==> config.mk <==
export PLATFORM = sky130hd
export DESIGN_NAME = fetch_decode_buffer_flat
export DESIGN_NICKNAME = d
export VERILOG_FILES = /design/src/rtl/fetch_decode_buffer_if.sv /design/src/rtl/fetch_decode_buffer.sv /design/src/flat_wrapper.sv
export SDC_FILE = /design/constraint.sdc
export NUM_CORES = 1
export LEC_CHECK = 0
export CORE_MARGIN = 2
export CORE_UTILIZATION = 44
export DETAILED_ROUTE_END_ITERATION = 7
export GPL_ROUTABILITY_DRIVEN = 1
export PLACE_DENSITY_LB_ADDON = 0.15
export SKIP_CTS_REPAIR_TIMING = 1
export SKIP_LAST_GASP = 1
export SLEW_MARGIN = 20
export SYNTH_ARGS = -nofsm -noshare
export SYNTH_HDL_FRONTEND = slang
export SYNTH_SLANG_ARGS = --single-unit
export TNS_END_PERCENT = 20
==> constraint.sdc <==
create_clock -name clk -period 7.85 [get_ports clk]
set_input_delay 2.355 -clock clk [delete_from_list [all_inputs] [get_ports clk]]
set_output_delay 2.355 -clock clk [all_outputs]
set_load 0.01 [all_outputs]
==> src/rtl/fetch_decode_buffer_if.sv <==
// Fetch-to-decode handshake bundle: fetch-side push port, decode-side pop port,
// flush and occupancy. The slave modport is the buffer's view of the bundle.
interface fetch_decode_buffer_if #(
    parameter int PC_W    = 64,
    parameter int INSTR_W = 32,
    parameter int CNT_W   = 2
);
    logic               flush;
    logic               in_valid;
    logic [PC_W-1:0]    in_pc;
    logic [INSTR_W-1:0] in_instr;
    logic               in_ready;
    logic               out_valid;
    logic [PC_W-1:0]    out_pc;
    logic [INSTR_W-1:0] out_instr;
    logic               out_ready;
    logic [CNT_W-1:0]   count;

    modport slave (
        input  flush, in_valid, in_pc, in_instr, out_ready,
        output in_ready, out_valid, out_pc, out_instr, count
    );

    modport master (
        output flush, in_valid, in_pc, in_instr, out_ready,
        input  in_ready, out_valid, out_pc, out_instr, count
    );
endinterface

==> src/rtl/fetch_decode_buffer.sv <==
// In-order {pc, instr} FIFO between fetch and decode with single-cycle flush.
// Define FETCH_DECODE_BYPASS_EN to pass a pair straight through when empty.
module fetch_decode_buffer #(
    parameter int DEPTH   = 2,
    parameter int PC_W    = 64,
    parameter int INSTR_W = 32
) (
    input  logic                   clk,
    input  logic                   reset,
    fetch_decode_buffer_if.slave   bus
);
    localparam int AW = $clog2(DEPTH);
    localparam int CW = AW + 1;
    localparam logic [CW-1:0] FULL_CNT = CW'(DEPTH);

    logic [PC_W-1:0]    r_pc_mem    [DEPTH];
    logic [INSTR_W-1:0] r_instr_mem [DEPTH];
    logic [AW-1:0]      r_wr_ptr;
    logic [AW-1:0]      r_rd_ptr;
    logic [CW-1:0]      r_count;

    logic w_empty;
    logic w_byp;
    logic w_byp_take;
    logic w_push;
    logic w_pop;

    assign w_empty = (r_count == '0);

`ifdef FETCH_DECODE_BYPASS_EN
    assign w_byp = w_empty && !bus.flush;
`else
    assign w_byp = 1'b0;
`endif

    assign bus.in_ready = (r_count != FULL_CNT);
    assign bus.count    = r_count;

    // Head data is masked to zero when empty so unreset storage never leaks out.
    always_comb begin
        bus.out_valid = !w_empty && !bus.flush;
        bus.out_pc    = w_empty ? '0 : r_pc_mem[r_rd_ptr];
        bus.out_instr = w_empty ? '0 : r_instr_mem[r_rd_ptr];
        if (w_byp) begin
            bus.out_valid = bus.in_valid;
            bus.out_pc    = bus.in_pc;
            bus.out_instr = bus.in_instr;
        end
    end

    // A bypassed pair consumed in the same cycle never occupies an entry.
    assign w_byp_take = w_byp && bus.in_valid && bus.out_ready;
    assign w_push     = bus.in_valid && bus.in_ready && !bus.flush && !w_byp_take;
    assign w_pop      = bus.out_valid && bus.out_ready && !w_empty;

    always_ff @(posedge clk) begin
        if (w_push) begin
            r_pc_mem[r_wr_ptr]    <= bus.in_pc;
            r_instr_mem[r_wr_ptr] <= bus.in_instr;
        end
    end

    always_ff @(posedge clk or negedge reset) begin
        if (!reset) begin
            r_wr_ptr <= '0;
            r_rd_ptr <= '0;
            r_count  <= '0;
        end else if (bus.flush) begin
            r_wr_ptr <= '0;
            r_rd_ptr <= '0;
            r_count  <= '0;
        end else begin
            if (w_push) r_wr_ptr <= r_wr_ptr + 1'b1;
            if (w_pop)  r_rd_ptr <= r_rd_ptr + 1'b1;
            case ({w_push, w_pop})
                2'b10:   r_count <= r_count + 1'b1;
                2'b01:   r_count <= r_count - 1'b1;
                default: r_count <= r_count;
            endcase
        end
    end
endmodule
==> src/flat_wrapper.sv <==
// flat-port wrapper written by rule: the top's interface ports become plain ports
module fetch_decode_buffer_flat 
#(
    parameter int DEPTH   = 2,
    parameter int PC_W    = 64,
    parameter int INSTR_W = 32
)
  (clk, reset, bus_flush, bus_in_valid, bus_in_pc, bus_in_instr, bus_out_ready, bus_in_ready, bus_out_valid, bus_out_pc, bus_out_instr, bus_count);
  fetch_decode_buffer_if #(.PC_W(PC_W), .INSTR_W(INSTR_W)) bus_i ();
  input  logic clk;
  input  logic reset;
  input wire logic [$bits(bus_i.flush)-1:0] bus_flush;
  input wire logic [$bits(bus_i.in_valid)-1:0] bus_in_valid;
  input wire logic [$bits(bus_i.in_pc)-1:0] bus_in_pc;
  input wire logic [$bits(bus_i.in_instr)-1:0] bus_in_instr;
  input wire logic [$bits(bus_i.out_ready)-1:0] bus_out_ready;
  output wire logic [$bits(bus_i.in_ready)-1:0] bus_in_ready;
  output wire logic [$bits(bus_i.out_valid)-1:0] bus_out_valid;
  output wire logic [$bits(bus_i.out_pc)-1:0] bus_out_pc;
  output wire logic [$bits(bus_i.out_instr)-1:0] bus_out_instr;
  output wire logic [$bits(bus_i.count)-1:0] bus_count;
  assign bus_i.flush = bus_flush;
  assign bus_i.in_valid = bus_in_valid;
  assign bus_i.in_pc = bus_in_pc;
  assign bus_i.in_instr = bus_in_instr;
  assign bus_i.out_ready = bus_out_ready;
  assign bus_in_ready = bus_i.in_ready;
  assign bus_out_valid = bus_i.out_valid;
  assign bus_out_pc = bus_i.out_pc;
  assign bus_out_instr = bus_i.out_instr;
  assign bus_count = bus_i.count;
  fetch_decode_buffer #(.DEPTH(DEPTH), .PC_W(PC_W), .INSTR_W(INSTR_W)) u_core (.clk(clk), .reset(reset), .bus(bus_i));
endmodule
==> reports/results.ini <==
[yosys]
ys_ff_latch = 196
synth.distinct_cells = 22
synth.area.top_cells = edfxtp_1 77%, mux2i_1 13%, nor2_1 4.9%
netlist_area_sq_um = 7480
synth_top_area_frac = 0.771
yosys.area.top_type = edfxtp_1
ys_warn_count = 0
synth.avg_cell_area_sq_um = 17.3
syn_nets = 533
netlist_instances = 432
synth-seq-area-share = 0.784

[cts]
clkTransAtPathRegs_ns = 0.07
cts_buffers = 17
cts_sinks = 196
insertion_delay_ns = 0.42
cts_tree = yes
h-tree-depth = 4
root_buffer = clkbuf_16
cts.path.max_buffers = 2

[cells_and_area]
antennaDiodeCount = 0
drive_gt1_frac = 0.0630
multi_input_area_sq_um = 1470
syn2layout_area_growth_pct = 37.3
mostFrequentLayoutCells = 200 x clkdlybuf4s50_1, 192 x edfxtp_1, 98 x nor2_1
stdcell_count = 871
n_fill_cell = 1241
regArea_sq_um = 5870
utilization = 0.619
num-nets-final = 739
mostFrequentLayoutCell = clkdlybuf4s50_1

[run]
cap_violations = 0

[floorplanning]
ios = 201
die_x_um = 134
start_util = 0.451
die_area_sq_um = 18100
die_h_um = 134
row_count = 47
coreArea_sq_um = 16600

[routing]
drt_pass1_iterations = 5
ant_nets = 0
wl_um = 14700
drt-initial-drc-count = 212
wl_per_cell_um = 16.9
drc_errors = 0
via_per_inst = 4.83
num_vias = 4210

[pwr]
leakage_uw = 0.00336
swShare = 0.219
p_sw_uw = 510
powerDensity_nw_per_um2 = 227
combPwrFrac = 0.125
p_clk_frac = 0.356
max-vdd-ir-drop_uv = 136
internal_power_uw = 1820
seq_power_share = 0.518

[placement]
place_worst_setup_slack_ns = 1.83
dp.cells = 838
port_buffers = 200
finalWeightedCongestion = 0.737
dpl.hpwl_um = 9240

[sta]
setup_viol = 0
slew_headroom = 0.505
fin_crit_sh = 0.767
holdWs_ns = 0.642
clock.fmax_mhz = 166
hold_viol = 0
rsz0062_at_grt = no
setup_ws_ns = 1.83
finalMaxSlewViolations = 0
fin_crit_ns = 6.02
worst_slew_pin_slew_ns = 0.742
fin_skew_ns = 0.0108

[run_status]
outcome = complete, no violations

[hold_path]
worstHoldPathType = reg -> reg
min_from = u_core.r_wr_ptr$_DFFE_PN0P_
hold_path_depth = 2
whs_endpoint = u_core.r_wr_ptr$_DFFE_PN0P_

[grt]
antenna_found_initial = 0
gr-usage-met1 = 0.213
grt_pass1_vias = 4489
top_usage_layer = met2
met3_usage = 0.0544
use_met2 = 0.267
grt_usage = 0.166
gr-total-overflow = 0
grt_pass1_wl_um = 22900
grt_max_degree = 56

[worst_setup_path]
start_kind = input pin
slowest_delay_ns = 0.59
r2r_start = u_core.bus.count[1]$_DFFE_PN0P_
regToRegEndpoint = u_core.r_instr_mem[1][17]$_DFFE_PP_
critPathSlowestCell = clkdlybuf4s50_1
cp_max_fo = 7
rr_worst_depth = 5
r2r_slack_ns = 5.72
worstPathCellList = clkdlybuf4s50_1 > nor2_1 > clkdlybuf4s50_1
crit_top_cell = clkdlybuf4s50_1
crit_type = in -> out
worstPathRequired_ns = 5.50
crit_path_end_kind = output pin
arrival_ns = 3.67

worst max path at each step:
| stage | startpoint | endpoint | slack [ns] | cells past startpoint |
|---|---|---|---|---|
| floorplan | bus_flush | u_core.r_instr_mem[0][0]$_DFFE_PP_ | -1.82 | 1 |
| global placement | bus_flush | bus_out_valid | 1.85 | 3 |
| detailed placement | bus_flush | bus_out_valid | 1.83 | 3 |
| CTS | bus_flush | bus_out_valid | 1.82 | 3 |
| global route | bus_flush | bus_out_valid | 1.76 | 3 |
| finish | bus_flush | bus_out_valid | 1.83 | 3 |
power by group through the flow:
stage               logic, uW  clock network, uW  registers [uW]
floorplan                 139                  0            1230
global placement          287                  0            1230
detailed placement        291                  0            1230
CTS                       293                849            1210
global route              314                888            1210
finish                    291                830            1210
through the flow:
step | TNS, ns | cell area [sq um] | total power [uW]
after CTS | 0 | 10200 | 2350
after detailed placement | 0 | 9680 | 1520
after global placement | 0 | 9680 | 1520
after global routing | 0 | 10300 | 2410
final | 0 | 10300 | 2330
after floorplan | -175.08 | 7490 | 1370
registers in the layout, indices dropped and copies added, names as in the netlist:
signal / cells
u_core.bus.count: 2
u_core.r_instr_mem: 64
u_core.r_wr_ptr: 1
u_core.r_rd_ptr: 1
u_core.r_pc_mem: 128
logic make-up after synthesis:
| family | count (synthesis) | synth area share |
|---|---|---|
| xor gates and xnor gates | 1 | 0.00117 |
| AOI/OAI and AO/OA | 8 | 0.00602 |
| muxes | 97 | 0.130 |
| DFF | 196 | 0.784 |
| and+or+nand+nor | 107 | 0.0570 |
| buffers and inverters | 23 | 0.0221 |
Yosys cell counts (all sizes together):
| cell type | number |
|---|---|
| mux2i | 97 |
| or2 | 1 |
| xor2 | 1 |
| a21o | 1 |
| o21ai | 2 |
| nand2 | 1 |
| or3 | 1 |
| inv | 2 |
| o211ai | 1 |
| edfxtp | 192 |
| dfrtp | 4 |
| nor2 | 99 |
| buf | 21 |
| nor3b | 2 |
| nand3b | 1 |
| nor3 | 1 |
| nor2b | 1 |
| a21oi | 4 |
cell type report:
class                           count  share of cell area
Clock inverter                     13              0.0129
Timing Repair Buffer              208               0.203
Tap cell                          220              0.0268
Sequential cell                   196               0.571
Inverter                            2            0.000731
Clock buffer                       19              0.0421
Multi-Input combinational cell    213               0.143
metal layers:
layer	vias up	routed length [um]
li1	2024	-
met1	2013	6360
met2	153	6980
met3	20	1130
met4	0	231
met5	-	0
critical path, delay by kind of cell:
family / cells / cell delay (ns)
simple gates: 1 / 0.18
buf+inv: 2 / 1.14
Note: power is estimated with default switching activity, not from simulation.
